<file path="src/rtl/serial_sub_ctrl.sv">
// Bit-serial subtractor: one 1-bit full-subtractor cell walked LSB-first over WIDTH bits.
// Latency: start accepted at edge 0, done pulses in the cycle after edge WIDTH (period WIDTH+2).
// Backpressure: none; start is only sampled in IDLE, ignored (not queued) while RUN/DONE.
//
// Ports:
//   clk    - rising-edge clock
//   rst_n  - asynchronous active-low reset
//   start  - operation request, sampled only in IDLE
//   a, b   - minuend / subtrahend, captured on the accept edge
//   bin    - borrow-in, captured on the accept edge (only with SERIAL_SUB_BIN_EN)
//   busy   - high while bits are being processed
//   done   - one-cycle pulse; diff/bout valid from this cycle on
//   diff   - a - b - bin_init mod 2^WIDTH, held until the next operation completes
//   bout   - final borrow-out, held like diff
// Build option: define SERIAL_SUB_BIN_EN to add the bin port; otherwise bin_init is 0.
module serial_sub_ctrl #(
   parameter int WIDTH = 8
) (
   input  logic             clk,
   input  logic             rst_n,
   input  logic             start,
   input  logic [WIDTH-1:0] a,
   input  logic [WIDTH-1:0] b,
`ifdef SERIAL_SUB_BIN_EN
   input  logic             bin,
`endif
   output logic             busy,
   output logic             done,
   output logic [WIDTH-1:0] diff,
   output logic             bout
);

   localparam int CNT_W = $clog2(WIDTH);

   typedef enum logic [1:0] {
      S_IDLE = 2'd0,
      S_RUN  = 2'd1,
      S_DONE = 2'd2
   } state_t;

   state_t             r_state;
   state_t             w_state_nxt;
   logic [WIDTH-1:0]   r_a_sh;
   logic [WIDTH-1:0]   r_b_sh;
   logic [WIDTH-1:0]   r_d_sh;
   logic               r_borrow;
   logic [CNT_W-1:0]   r_cnt;

   logic               w_bin_init;
   logic               w_cell_a;
   logic               w_cell_b;
   logic               w_cell_d;
   logic               w_cell_bo;
   logic               w_last;

`ifdef SERIAL_SUB_BIN_EN
   assign w_bin_init = bin;
`else
   assign w_bin_init = 1'b0;
`endif

   // Shared 1-bit full-subtractor cell
   assign w_cell_a  = r_a_sh[0];
   assign w_cell_b  = r_b_sh[0];
   assign w_cell_d  = w_cell_a ^ w_cell_b ^ r_borrow;
   assign w_cell_bo = (~w_cell_a & w_cell_b) | (~(w_cell_a ^ w_cell_b) & r_borrow);

   // cnt holds the index of the bit processed on the current RUN edge
   assign w_last = (r_cnt == CNT_W'(WIDTH - 1));

   always_ff @(posedge clk or negedge rst_n) begin
      if (!rst_n) begin
         r_state <= S_IDLE;
      end else begin
         r_state <= w_state_nxt;
      end
   end

   always_comb begin
      w_state_nxt = r_state;
      busy        = 1'b0;
      done        = 1'b0;
      case (r_state)
         S_IDLE: begin
            if (start) begin
               w_state_nxt = S_RUN;
            end
         end
         S_RUN: begin
            busy = 1'b1;
            if (w_last) begin
               w_state_nxt = S_DONE;
            end
         end
         S_DONE: begin
            done        = 1'b1;
            w_state_nxt = S_IDLE;
         end
         default: begin
            w_state_nxt = S_IDLE;
         end
      endcase
   end

   always_ff @(posedge clk or negedge rst_n) begin
      if (!rst_n) begin
         r_a_sh   <= '0;
         r_b_sh   <= '0;
         r_d_sh   <= '0;
         r_borrow <= 1'b0;
         r_cnt    <= '0;
         diff     <= '0;
         bout     <= 1'b0;
      end else begin
         case (r_state)
            S_IDLE: begin
               if (start) begin
                  r_a_sh   <= a;
                  r_b_sh   <= b;
                  r_borrow <= w_bin_init;
                  r_cnt    <= '0;
               end
            end
            S_RUN: begin
               r_a_sh   <= r_a_sh >> 1;
               r_b_sh   <= r_b_sh >> 1;
               r_d_sh   <= {w_cell_d, r_d_sh[WIDTH-1:1]};
               r_borrow <= w_cell_bo;
               r_cnt    <= r_cnt + CNT_W'(1);
               // Visible result changes only once the whole word is finished,
               // so the previous result stays readable during a new operation.
               if (w_last) begin
                  diff <= {w_cell_d, r_d_sh[WIDTH-1:1]};
                  bout <= w_cell_bo;
               end
            end
            default: begin
            end
         endcase
      end
   end

endmodule

</file>
<file path="config.mk">
export PLATFORM = sky130hd
export DESIGN_NAME = serial_sub_ctrl
export DESIGN_NICKNAME = d
export VERILOG_FILES = /design/src/rtl/serial_sub_ctrl.sv
export SDC_FILE = /design/constraint.sdc
export NUM_CORES = 1
export LEC_CHECK = 0
export ABC_AREA = 1
export ABC_CLOCK_PERIOD_IN_PS = 3400
export CORE_UTILIZATION = 56
export CTS_CLUSTER_DIAMETER = 120
export CTS_CLUSTER_SIZE = 20
export DETAILED_ROUTE_END_ITERATION = 16
export PLACE_DENSITY_LB_ADDON = 0.3
export REMOVE_ABC_BUFFERS = 1
export SYNTH_ARGS = -nofsm -noshare
export SYNTH_HDL_FRONTEND = slang
export SYNTH_SLANG_ARGS = --single-unit
</file>
<file path="constraint.sdc">
create_clock -name clk -period 3.4 [get_ports clk]
set_input_delay 0.68 -clock clk [delete_from_list [all_inputs] [get_ports clk]]
set_output_delay 0.68 -clock clk [all_outputs]
set_load 0.005 [all_outputs]
</file>
==> results_dict.tcl <==
set metrics [dict create \
    ctsResizeCount 0 \
    worst_slack_ns 1.10 \
    wl_per_cell_um 10.6 \
    clk_pin_slew_worst_paths_ns 0.12 \
    clock_sinks 38 \
    worst_ir_drop_vdd_uv 564 \
    finalWirelength_um 3100 \
    slew_viol_final 0 \
    layout_min_cycle_time_ns 2.30 \
    tightest_slew_ns 0.809 \
    power.internal_mw 1.14 \
    layout_commonest_cell "nand2_1" \
    path_delay_family "buffers and inverters" \
    cts_buffer_depth 2 \
    ios 30 \
    synthToLayoutAreaGrowth_pct 19.6 \
    synth.yosys.seq_area_share_pct 52.7 \
    fillers 269 \
    cp.arrival_ns 1.62 \
    combPwrFrac_pct 44.7 \
    die-area_mm2 0.00345 \
    drt_iter0_markers 82 \
    ant_nets 0 \
    grt_pass1_vias 1242 \
    p_sw_mw 0.727 \
    rr_worst_depth 5 \
    path_depth 3 \
    dr.pass1.iters 4 \
    synthFlopType "dfrtp_1" \
    crit_path_cell_trace "buf_4 > nor2_1 > clkdlybuf4s50_1" \
    drc_errors 0 \
    critPathMaxFanout 17 \
    rsz0062_at_grt "no" \
    ys_seq_elements 38 \
    nets 268 \
    grt_max_degree 39 \
    die_y_um 58.8 \
    rows 20 \
    cellPowerDensity_mw_per_mm2 863 \
    maxSlewHeadroom_pct 46.1 \
    synth-edff-count 0 \
    dp_slack_ns 1.49 \
    ctsRootBufferMaster "clkbuf_4" \
    cts_made_buffers 5 \
    postCtsHoldBufs 0 \
    syn_area_mm2 0.00180 \
    finalSetupTns_ns 0 \
    syn_inst 217 \
    fin_crit_sh_pct 67.6 \
    hold_viol_final 0 \
    vias_per_cell 4.73 \
    numPortBuffers 29 \
    clk_latency_ns 0.35 \
    setup_viol 0 \
    gp_congestion 0.736 \
    overflow 0 \
    final_cell_mix "nand2_1, dfrtp_1, inv_1, nand3_1, clkdlybuf4s50_1" \
    start_util_pct 59.1 \
    path_buf_inv 2 \
    path_class "flop to output port" \
    drv_cap 0 \
    reg2reg_slack_ns 1.80 \
    post_cts_buffers 0 \
    switching_share_pct 39.0 \
    grt_pass1_wl_um 5370 \
    p_clk_share_pct 13.3 \
    clock.fmax_ghz 0.435 \
    htreeDepth 2 \
    synth.avg_cell_area_um2 8.31 \
    critPathCaptureType "output port" \
    worstSetupStartpointType "flop" \
    antenna_found_initial 0 \
    async_reset_ff_share_pct 100 \
    power.total_mw 1.86 \
    yosys_warnings 0 \
    p_leak_nw 1.15 \
    fin_skew_ns 0.0132 \
    num_vias 1375 \
    power_frac_seq_pct 42.0 \
    cp_slowest_cell "clkdlybuf4s50_1" \
    track_usage_pct 21.0 \
    max_stage_delay_ns 0.50 \
    synth.distinct_cells 20 \
    cts_tree "done" \
    hold_path.class "primary input to asynchronous set/reset pin" \
    layout-drive-gt1-share_pct 9.72 \
    antenna_cells 0 \
    post-route-util_pct 70.7 \
    die_x_um 58.8 \
    outcome "finished clean" \
    dp_hpwl_um 2020 \
    fp.coreArea_mm2 0.00305 \
    crit_required_ns 2.72 \
]
-- logic make-up (layout without fill, tap and decap cells) --
| family | count (synthesis) | after routing | synth area share (%) |
|---|---|---|---|
| fa+ha+maj | 3 | 3 | 2.50 |
| simple gates | 109 | 109 | 26.2 |
| flops | 38 | 38 | 52.7 |
| compound gates | 19 | 19 | 7.14 |
| buf+inv | 48 | 78 | 11.4 |
-- state kept, by name, summed over array words and instances, names as in the netlist --
signal / count
r_cnt: 3
diff: 8
bout: 1
r_b_sh: 8
r_borrow: 1
r_a_sh: 8
r_state: 2
r_d_sh: 7
-- worst paths after layout --
path	from	end
hold reg to reg	r_cnt[0]$_DFFE_PN0P_	r_cnt[0]$_DFFE_PN0P_
min in group clk	r_cnt[0]$_DFFE_PN0P_	r_cnt[0]$_DFFE_PN0P_
max in group asynchronous	rst_n	bout$_DFFE_PN0P_
setup reg to reg	r_state[1]$_DFFE_PN0P_	r_b_sh[2]$_DFFE_PN0P_
setup / recovery	r_state[0]$_DFFE_PN0P_	done
hold / removal	rst_n	r_state[1]$_DFFE_PN0P_
-- synth_stat cells (2+ instances only) --
cell type	instances	area (um2)
o21ai_2	6	52.6
inv_1	37	139
nor2_1	2	7.51
inv_2	2	7.51
ha_1	2	25.0
o21ai_0	11	55.1
nand2_2	2	12.5
dfrtp_1	38	951
nand3_1	29	145
nand2_4	2	22.5
buf_6	2	22.5
buf_2	4	20.0
nand2_1	73	274
-- per-layer routing --
| layer | GRT usage, % | vias up | share of wire [%] |
|---|---|---|---|
| met5 | 0 | - | 0 |
| met2 | 30.8 | 27 | 44 |
| met1 | 29.2 | 625 | 50 |
| li1 | - | 716 | - |
| met3 | 4.62 | 7 | 4.1 |
| met4 | 10.9 | 0 | 1.8 |
-- layout make-up --
cell class              count  area, um2  area share (%)
flip-flops and latches     38        951            44.1
multi-input cells         131        647            30.0
repair buffers             30        293            13.6
inverters                  40        153            7.07
clock buffers               7       55.1            2.55
well taps                  44       55.1            2.55
clock inverters             1       5.00           0.232
-- stage by stage --
| stage | instance area [um2] | hold WS (ns) | cells |
|---|---|---|---|
| 2_1_floorplan | 1750 | 0.384 | 209 |
| 3_3_place_gp | 2100 | 0.454 | 283 |
| 3_5_place_dp | 2100 | 0.466 | 283 |
| 4_1_cts | 2160 | 0.429 | 291 |
| 5_1_grt | 2160 | 0.460 | 291 |
| 6_report | 2160 | 0.413 | 291 |
-- power by group through the flow --
| stage | sequential (mW) | combinational (mW) | clock (mW) |
|---|---|---|---|
| 3_5_place_dp | 0.790 | 0.840 | 0 |
| 4_1_cts | 0.781 | 0.844 | 0.253 |
| 3_3_place_gp | 0.785 | 0.817 | 0 |
| 6_report | 0.782 | 0.832 | 0.248 |
| 5_1_grt | 0.807 | 0.968 | 0.270 |
| 2_1_floorplan | 0.797 | 0.533 | 0 |
No activity file was read; power rests on OpenSTA's default activity.
